--- config.mk ---
export PLATFORM = sky130hd
export DESIGN_NAME = busreq_responder
export DESIGN_NICKNAME = d
export VERILOG_FILES = /design/src/rtl/busreq_responder.sv
export SDC_FILE = /design/constraint.sdc
export NUM_CORES = 1
export LEC_CHECK = 0
export CORE_MARGIN = 3
export CORE_UTILIZATION = 40
export DETAILED_ROUTE_END_ITERATION = 10
export PLACE_DENSITY_LB_ADDON = 0.12
export SETUP_SLACK_MARGIN = 0.5
export SLEW_MARGIN = 20
export SYNTH_ARGS = -nofsm -noshare
export SYNTH_HDL_FRONTEND = slang
export SYNTH_SLANG_ARGS = --single-unit
--- constraint.sdc ---
create_clock -name clk -period 7.11 [get_ports clk]
set_clock_uncertainty 0.15 [all_clocks]
set_input_delay 1.0665 -clock clk [delete_from_list [all_inputs] [get_ports clk]]
set_output_delay 1.0665 -clock clk [all_outputs]
set_load 0.01 [all_outputs]
--- src/rtl/busreq_responder.sv ---
// Bus-request responder: decodes the core's 4-bit BUSREQ codes and answers them
// with operand nibbles from a small program memory and register-file reads and writes.
module busreq_responder #(
  parameter int DATA_W = 8,
  parameter int NREGS  = 16,
  parameter int PDEPTH = 16,
  localparam int PW    = (PDEPTH > 1) ? $clog2(PDEPTH) : 1
) (
  input  logic              clk,
  input  logic              rst_n,
  input  logic [3:0]        busreq,
  input  logic [DATA_W-1:0] wdata,
  output logic [3:0]        opnd,
  output logic [DATA_W-1:0] rdata,
  output logic              ack,
  output logic              busy,
  output logic              err,
  input  logic              prog_we,
  input  logic [PW-1:0]     prog_addr,
  input  logic [3:0]        prog_data,
  output logic [PW-1:0]     pc
);

  typedef enum logic [3:0] {
    REQ_IDLE  = 4'd0,
    REQ_READ  = 4'd1,
    REQ_WRITE = 4'd2,
    REQ_NEXT  = 4'd3,
    REQ_PCRST = 4'd4
  } req_e;

  typedef enum logic [1:0] {
    S_IDLE,
    S_SERVE,
    S_HOLD
  } state_e;

  state_e            state;
  state_e            state_next;
  req_e              code_q;
  logic [3:0]        cur_reg;
  logic              capture;
  logic              serve;
  logic              illegal;
  logic [DATA_W-1:0] regs [NREGS];
  logic [3:0]        pmem [PDEPTH];

  always_ff @(posedge clk) begin
    if (!rst_n) state <= S_IDLE;
    else        state <= state_next;
  end

  // Illegal codes are only noticed while idle; a held code is served once and then parked in S_HOLD.
  always_comb begin
    state_next = state;
    capture    = 1'b0;
    serve      = 1'b0;
    illegal    = 1'b0;
    case (state)
      S_IDLE: begin
        if (busreq > 4'd4) begin
          illegal = 1'b1;
        end else if (busreq != 4'd0) begin
          capture    = 1'b1;
          state_next = S_SERVE;
        end
      end
      S_SERVE: begin
        serve      = 1'b1;
        state_next = S_HOLD;
      end
      S_HOLD: begin
        if (busreq != code_q) state_next = S_IDLE;
      end
      default: state_next = S_IDLE;
    endcase
  end

  assign busy = (state != S_IDLE);

  always_ff @(posedge clk) begin
    if (!rst_n) begin
      code_q <= REQ_IDLE;
      err    <= 1'b0;
      ack    <= 1'b0;
    end else begin
      if (capture) code_q <= req_e'(busreq);
      if (illegal) err <= 1'b1;
      ack <= serve;
    end
  end

  always_ff @(posedge clk) begin
    if (!rst_n) begin
      opnd    <= '0;
      rdata   <= '0;
      pc      <= '0;
      cur_reg <= '0;
    end else if (serve) begin
      case (code_q)
        REQ_NEXT: begin
          opnd    <= pmem[pc];
          cur_reg <= pmem[pc];
          pc      <= pc + PW'(1);
        end
        REQ_READ:  rdata <= regs[cur_reg];
        REQ_WRITE: rdata <= wdata;
        REQ_PCRST: pc    <= '0;
        default: ;
      endcase
    end
  end

  // wdata is taken in the serve cycle, so the core may present its ALU result after issuing the code.
  always_ff @(posedge clk) begin
    if (!rst_n) begin
      for (int i = 0; i < NREGS; i++) regs[i] <= '0;
    end else if (serve && code_q == REQ_WRITE) begin
      regs[cur_reg] <= wdata;
    end
  end

  // Nonblocking update gives read-before-write against a same-cycle NEXT_OPERAND.
  always_ff @(posedge clk) begin
    if (!rst_n) begin
      for (int i = 0; i < PDEPTH; i++) pmem[i] <= '0;
    end else if (prog_we) begin
      pmem[prog_addr] <= prog_data;
    end
  end

endmodule

==> results of run 1 <==
## area by class of cell
type                            count  share of cell area
Clock inverter                     16             0.01401
Tap cell                          324             0.03518
Timing Repair Buffer               45             0.03778
Inverter                            3           0.0009772
Clock buffer                       28             0.05527
Sequential cell                   216              0.5423
Multi-Input combinational cell    475              0.3144
## final timing paths
check             slack (ps)        from  cells past startpoint          end
setup / recovery        3620  cur_reg[1]                      1      opnd[1]
hold / removal           320         err                      2          err
setup reg to reg        3930   code_q[1]                      3  regs[11][2]
hold reg to reg          320         err                      2          err
## logic make-up (layout without fill, tap and decap cells)
logic type / count (synthesis) / in the layout / share of synthesized area
simple gates: 313 / 313 / 0.1886
flops: 216 / 216 / 0.6185
compound gates: 81 / 81 / 0.05092
mux: 73 / 73 / 0.1120
buf+inv: 48 / 92 / 0.02267
xor+xnor: 7 / 7 / 0.006071
fa+ha+maj: 1 / 1 / 0.001239
## synth_stat cells (7+ instances only)
library cell  number
edfxtp_1         192
nand2b_1          13
nor2_1            38
a22o_1             8
buf_2             18
o22ai_1           24
clkbuf_1          22
mux4_2            32
o211ai_1           8
dfxtp_1           24
nor4_1             8
and2_1           193
o21ai_0           29
mux2i_1           41
nor3_1             7
nand2_1           12
## routing by layer
layer  vias up  routed length, um
li1       2797                  -
met1      2929              10130
met2       145              12000
met3        52               1025
met4         0                787
met5         -                  0
## per-stage QoR
stage,instances,hold WS (ps),utilization,worst slack [ps]
final,1107,319.3,0.4697,3623
after global routing,1107,349.0,0.4697,3514
after detailed placement,1063,316.7,0.4372,3651
after global placement,1063,311.4,0.4372,3746
after CTS,1107,329.5,0.4697,3582
after floorplan,739,330.8,-,4143
## power groups by stage
| stage | registers, W | clock network, W | logic (W) |
|---|---|---|---|
| after floorplan | 0.00146 | 0 | 0.0000716 |
| after global placement | 0.00148 | 0 | 0.000122 |
| after detailed placement | 0.00148 | 0 | 0.000124 |
| after CTS | 0.00145 | 0.00127 | 0.000124 |
| after global routing | 0.00145 | 0.00132 | 0.000132 |
| final | 0.00145 | 0.00125 | 0.000122 |
==> metrics, run 1 <==
status=complete, no violations; Rel. slew slack=0.2711; CTS Buf Count=24; YS warnings=0; sequential power share=0.514; finished layout cell area=approximately 12000 um^2; sequential share of the synthesized area=0.6185; Max H-tree Level=1; Hold Vio Cnt, Final=0; ys flop type=edfxtp_1; crit-path cells=clkdlybuf4s50_1; # DRC=0; fmax=between 200 and 300 MHz; layout cells sized above 1=0.1162; area delta synth->final=14.11%; Psw=around 0.00060 W; CP endpoint kind=output port; switching share of power=0.2127; CP Buf/Inv Count=1; Crit-path slowest cell=dfxtp_4; Synth cell types=46; slowest stage delay, CP=1000 ps; worst-skew pair later-pin latency=roughly 510 ps; final WL=between 20000 and 25000 um; clock power share=0.443; initial antenna violation count=0; commonest non-fill, non-tap cells in the layout=193 x and2_1, 192 x edfxtp_1, 41 x mux2i_1, 40 x clkdlybuf4s50_1, 38 x nor2_1; top post-synthesis cells by area=edfxtp_1 57%, and2_1 12%, mux4_2 7.1%; top flop regs=regs: 128 flops, pmem: 64 flops, rdata: 8 flops; die area=between 20000 and 30000 um^2; critical path's top delay family=flip-flops; Crit path required time=5890 ps; Comb power frac=0.043; global route hottest layer=met2; first-pass GRT wire length=between 30000 and 40000 um; max-slew violations=0; Yosys reg bits=around 220; Setup CP Type=reg2out; CP Max Fanout=57; Synth Instances=739; Post-CTS Hold Buffers=0; clk slew on worst S/H paths=roughly 60 ps; Layout fillers=2170; DP Area=about 11000 um^2; RSZ-0062 raised after global routing=false; Post-CTS Resized=0; Max clock buf depth=3; die width=164.9 um; maxcap violations=0; Clock Root Buffer=clkbuf_16; register area=about 6200 um^2; max reg flops=128; Critical Path Source Type=flop; Syn Area/Cell=13.67 um^2; Diodes inserted=0; worst hold-check path type=reg2reg; Post-Syn Area=10100 um^2; grt ovf=0; peak supply drop=143.8 uV; Internal Dissipation=about 0.0022 W; FP Rows=57; largest register by flop count=regs; DIE HEIGHT=approximately 160 um; GR Util met2=0.3089; postcts setup bufs=0; fin crit share=0.4905; via count=around 5900; setup_tns=0 ps; Final Net Count=~790; core area=24530 um^2; Synth top area share=0.5709; M3 GR Usage=0.02834; Final HPWL DP=16200 um; largest net degree at the start of global routing=64; clk sinks=between 200 and 250; most common cell after layout, fill and taps aside=and2_1; Starting Density=0.4116; met1 usage=0.2263; DR WL/cell=around 22 um; power after layout=around 0.0028 W; drt pass-1 iters=5; EDFF count, synth=192; cell taking the most area after synthesis=edfxtp_1; Arr. time, crit path=around 2300 ps; I/O Buffers=41; Mapped Nets=763; CTS tree=yes; Total GRT Usage=0.1777; Async SR Flop Fraction=0; Final min period=3487 ps; gpl congestion=0.8126; Leak Pwr=3.867 nW; multi-input logic area=approximately 3600 um^2; remaining antenna violation count=0; P per Cell Area=between 200 and 250 nW/um^2; vias in the first global route=6019; initial DRC count=394; vias per cell=5.350; Worst-Margin Slew=between 1000 and 1500 ps; Setup violations, final=0; IO Count=42
No activity file was read; power rests on OpenSTA's default activity.
==> inputs of run 2 (changes only) <==
==> constraint.sdc (replaced) <==
create_clock -name clk -period 3 [get_ports clk]
set_clock_uncertainty 0.15 [all_clocks]
set_input_delay 0.45 -clock clk [delete_from_list [all_inputs] [get_ports clk]]
set_output_delay 0.45 -clock clk [all_outputs]
set_load 0.01 [all_outputs]
==> run 2 against run 1 <==
Against the previous run: count of clock-buffer cells in the layout up 11; routed wire length about the same; sequential cell count unchanged; combinational power rose to 2.5 times the previous value; core utilization up 1.0 points; critical path type unchanged; cell count up 2.9%.
==> metrics, run 2 (synthesis results as in run 1) <==
status=complete, no violations (unchanged); Setup violations, final=0 (unchanged); Diodes inserted=0 (unchanged); largest net degree at the start of global routing=64 (unchanged); peak supply drop=305.8 uV (was 143.8 uV); Final HPWL DP=16480 um (was 16200 um); Max H-tree Level=1 (unchanged); CP Max Fanout=10 (was 57); via count=6011 (was 5923); DIE HEIGHT=164.9 um (unchanged); Final min period=between 2000 and 2500 ps; power after layout=0.006578 W (was 0.002820 W); Total GRT Usage=0.1805 (was 0.1777); clk sinks=216 (unchanged); worst r2r src=cur_reg[1] (was code_q[1]); CP Buf/Inv Count=2 (was 1); maxcap violations=0 (unchanged); core area=24530 um^2 (unchanged); Reg2Reg Depth=4 (was 3); Leak Pwr=4.002 nW (was 3.867 nW); clk slew on worst S/H paths=60 ps (about the same); CTS tree=yes (unchanged); top flop regs=regs: 128 flops, pmem: 64 flops, rdata: 8 flops (unchanged); Placed Cells=1090 (was 1063); FF-to-FF End=regs[7][7] (was regs[11][2]); die area=27190 um^2 (unchanged); max-slew violations=0 (unchanged); Internal Dissipation=0.005192 W (was 0.002220 W); fin crit share=0.7897; max reg flops=128 (unchanged); Hold Path Depth=2 (unchanged); Psw=0.001386 W (was 0.0005997 W); FP Rows=57 (unchanged); drt pass-1 iters=5 (unchanged); Critical Path Source Type=flop (unchanged); clock power share=0.432 (was 0.443); Worst-Margin Slew=891.0 ps (was 1082 ps); worst-skew pair later-pin latency=530 ps (was 510 ps); critical path's top delay family=buffers and inverters (was flip-flops); gpl congestion=0.7710 (was 0.8126); Crit-path slowest cell=clkdlybuf4s50_1 (was dfxtp_4); RSZ-0062 raised after global routing=false (unchanged); # DRC=0 (unchanged); slowest stage delay, CP=590 ps (was 1000 ps); initial antenna violation count=0 (unchanged); Layout fillers=2167 (was 2170); Post-CTS Hold Buffers=0 (unchanged); Starting Density=0.4116 (unchanged); initial DRC count=364 (was 394); Hold Vio Cnt, Final=0 (unchanged); area delta synth->final=16.63% (was 14.11%); Max clock buf depth=3 (unchanged); DR WL/cell=21.01 um (was 21.63 um); vias in the first global route=6244 (was 6019); worst hold-check path type=reg2reg (unchanged); switching share of power=0.2107 (was 0.2127); remaining antenna violation count=0 (unchanged); die width=164.9 um (unchanged); first-pass GRT wire length=36880 um (was 36040 um); crit-path cells=buf_4 > clkdlybuf4s50_1 (was clkdlybuf4s50_1); CP endpoint kind=output port (unchanged); worst reg-to-reg setup slack=700 ps (was 3930 ps); final WL=23930 um (was 23940 um); Setup CP Type=reg2out (unchanged); layout cells sized above 1=0.1448 (was 0.1162); Clock Root Buffer=clkbuf_16 (unchanged); Comb power frac=0.047 (was 0.043); sequential power share=0.521 (was 0.514); vias per cell=5.277 (was 5.350); Final Net Count=822 (was 789); hold path start=rdata[2] (was err); commonest non-fill, non-tap cells in the layout=193 x and2_1, 192 x edfxtp_1, 41 x mux2i_1, 40 x clkdlybuf4s50_1, 37 x nor2_1 (was 193 x and2_1, 192 x edfxtp_1, 41 x mux2i_1, 40 x clkdlybuf4s50_1, 38 x nor2_1); grt ovf=0 (unchanged); IO Count=42 (unchanged); Arr. time, crit path=1770 ps (was 2270 ps); largest register by flop count=regs (unchanged); CTS Buf Count=25 (was 24); I/O Buffers=41 (unchanged); finished layout cell area=11780 um^2 (was 11520 um^2); Hold Path End=rdata[2] (was err); Rel. slew slack=0.4042 (was 0.2711); setup_tns=0 ps (unchanged); fmax=~420 MHz; P per Cell Area=558.6 nW/um^2 (was 244.7 nW/um^2); Crit path required time=2400 ps (was 5890 ps); DP Area=10940 um^2 (was 10730 um^2); final cell count without fillers=1139 (was 1107); most common cell after layout, fill and taps aside=and2_1 (unchanged)
-- run 2: cell types whose count changed in the layout (fill, tap and decap cells not counted), moves of 2 or more --
cell        change
nand2b_1        -2
clkbuf_1        +8
nand2b_2        +2
nor3_2          -2
clkinvlp_4      -2
buf_4          +30
nor3_4          +2
clkinv_2        -8
bufinv_16       -2
o21ai_1         -6
o21ai_0         +6
clkbuf_8        +3
-- run 2: worst reg2reg max path: stages (launching register included) --
cell and delay [ps]:
dfxtp_4 580, buf_4 380, nand2_1 350, nor2_1 520, and2_1 210
-- run 2: repair_timing --
action | CTS | global route
pin swaps | 0 | 2
setup endpoints to repair | 24 | 37
buffers inserted | 2 | 3
gates resized for setup | 2 | 4
-- run 2: how the worst max path moves through the flow --
stage / from / to / cells past startpoint
floorplan: rst_n / regs[14][0] / 5
global placement: code_q[1] / regs[9][0] / 5
CTS: code_q[1] / regs[9][3] / 6
global route: cur_reg[1] / regs[15][6] / 4
finish: cur_reg[2] / opnd[2] / 2
detailed placement: code_q[1] / regs[9][3] / 5
-- run 2: power by group through the flow --
stage | registers, W | clock network (W) | logic, W
floorplan | 0.00347 | 0 | 0.000170
global placement | 0.00349 | 0 | 0.000305
detailed placement | 0.00349 | 0 | 0.000311
CTS | 0.00343 | 0.00291 | 0.000314
global route | 0.00344 | 0.00304 | 0.000335
finish | 0.00343 | 0.00284 | 0.000308
-- run 2: metrics by stage --
step	util	hold slack, ps	setup WS [ps]
after floorplan	-	330.8	649.7
after global placement	0.4459	317.8	444.1
after detailed placement	0.4459	321.9	324.0
after CTS	0.4784	317.0	550.9
after global routing	0.4801	343.9	509.2
final	0.4801	329.3	630.8
-- run 2: area by class of cell --
type,instances,area (um^2),area share
inverters,3,11.26,0.0009561
well taps,324,405.4,0.03442
repair buffers,77,708.2,0.06013
clock inverters,5,50.05,0.004249
clock buffers,39,708.2,0.06013
multi-input cells,475,3643,0.3094
flip-flops and latches,216,6251,0.5308
-- run 2: per-layer routing --
metal,wire length [um],track usage,up-vias
met5,0,0,-
met4,724,0.05414,0
met3,1158,0.03361,41
met2,11880,0.3112,155
met1,10170,0.2321,2952
li1,-,-,2863
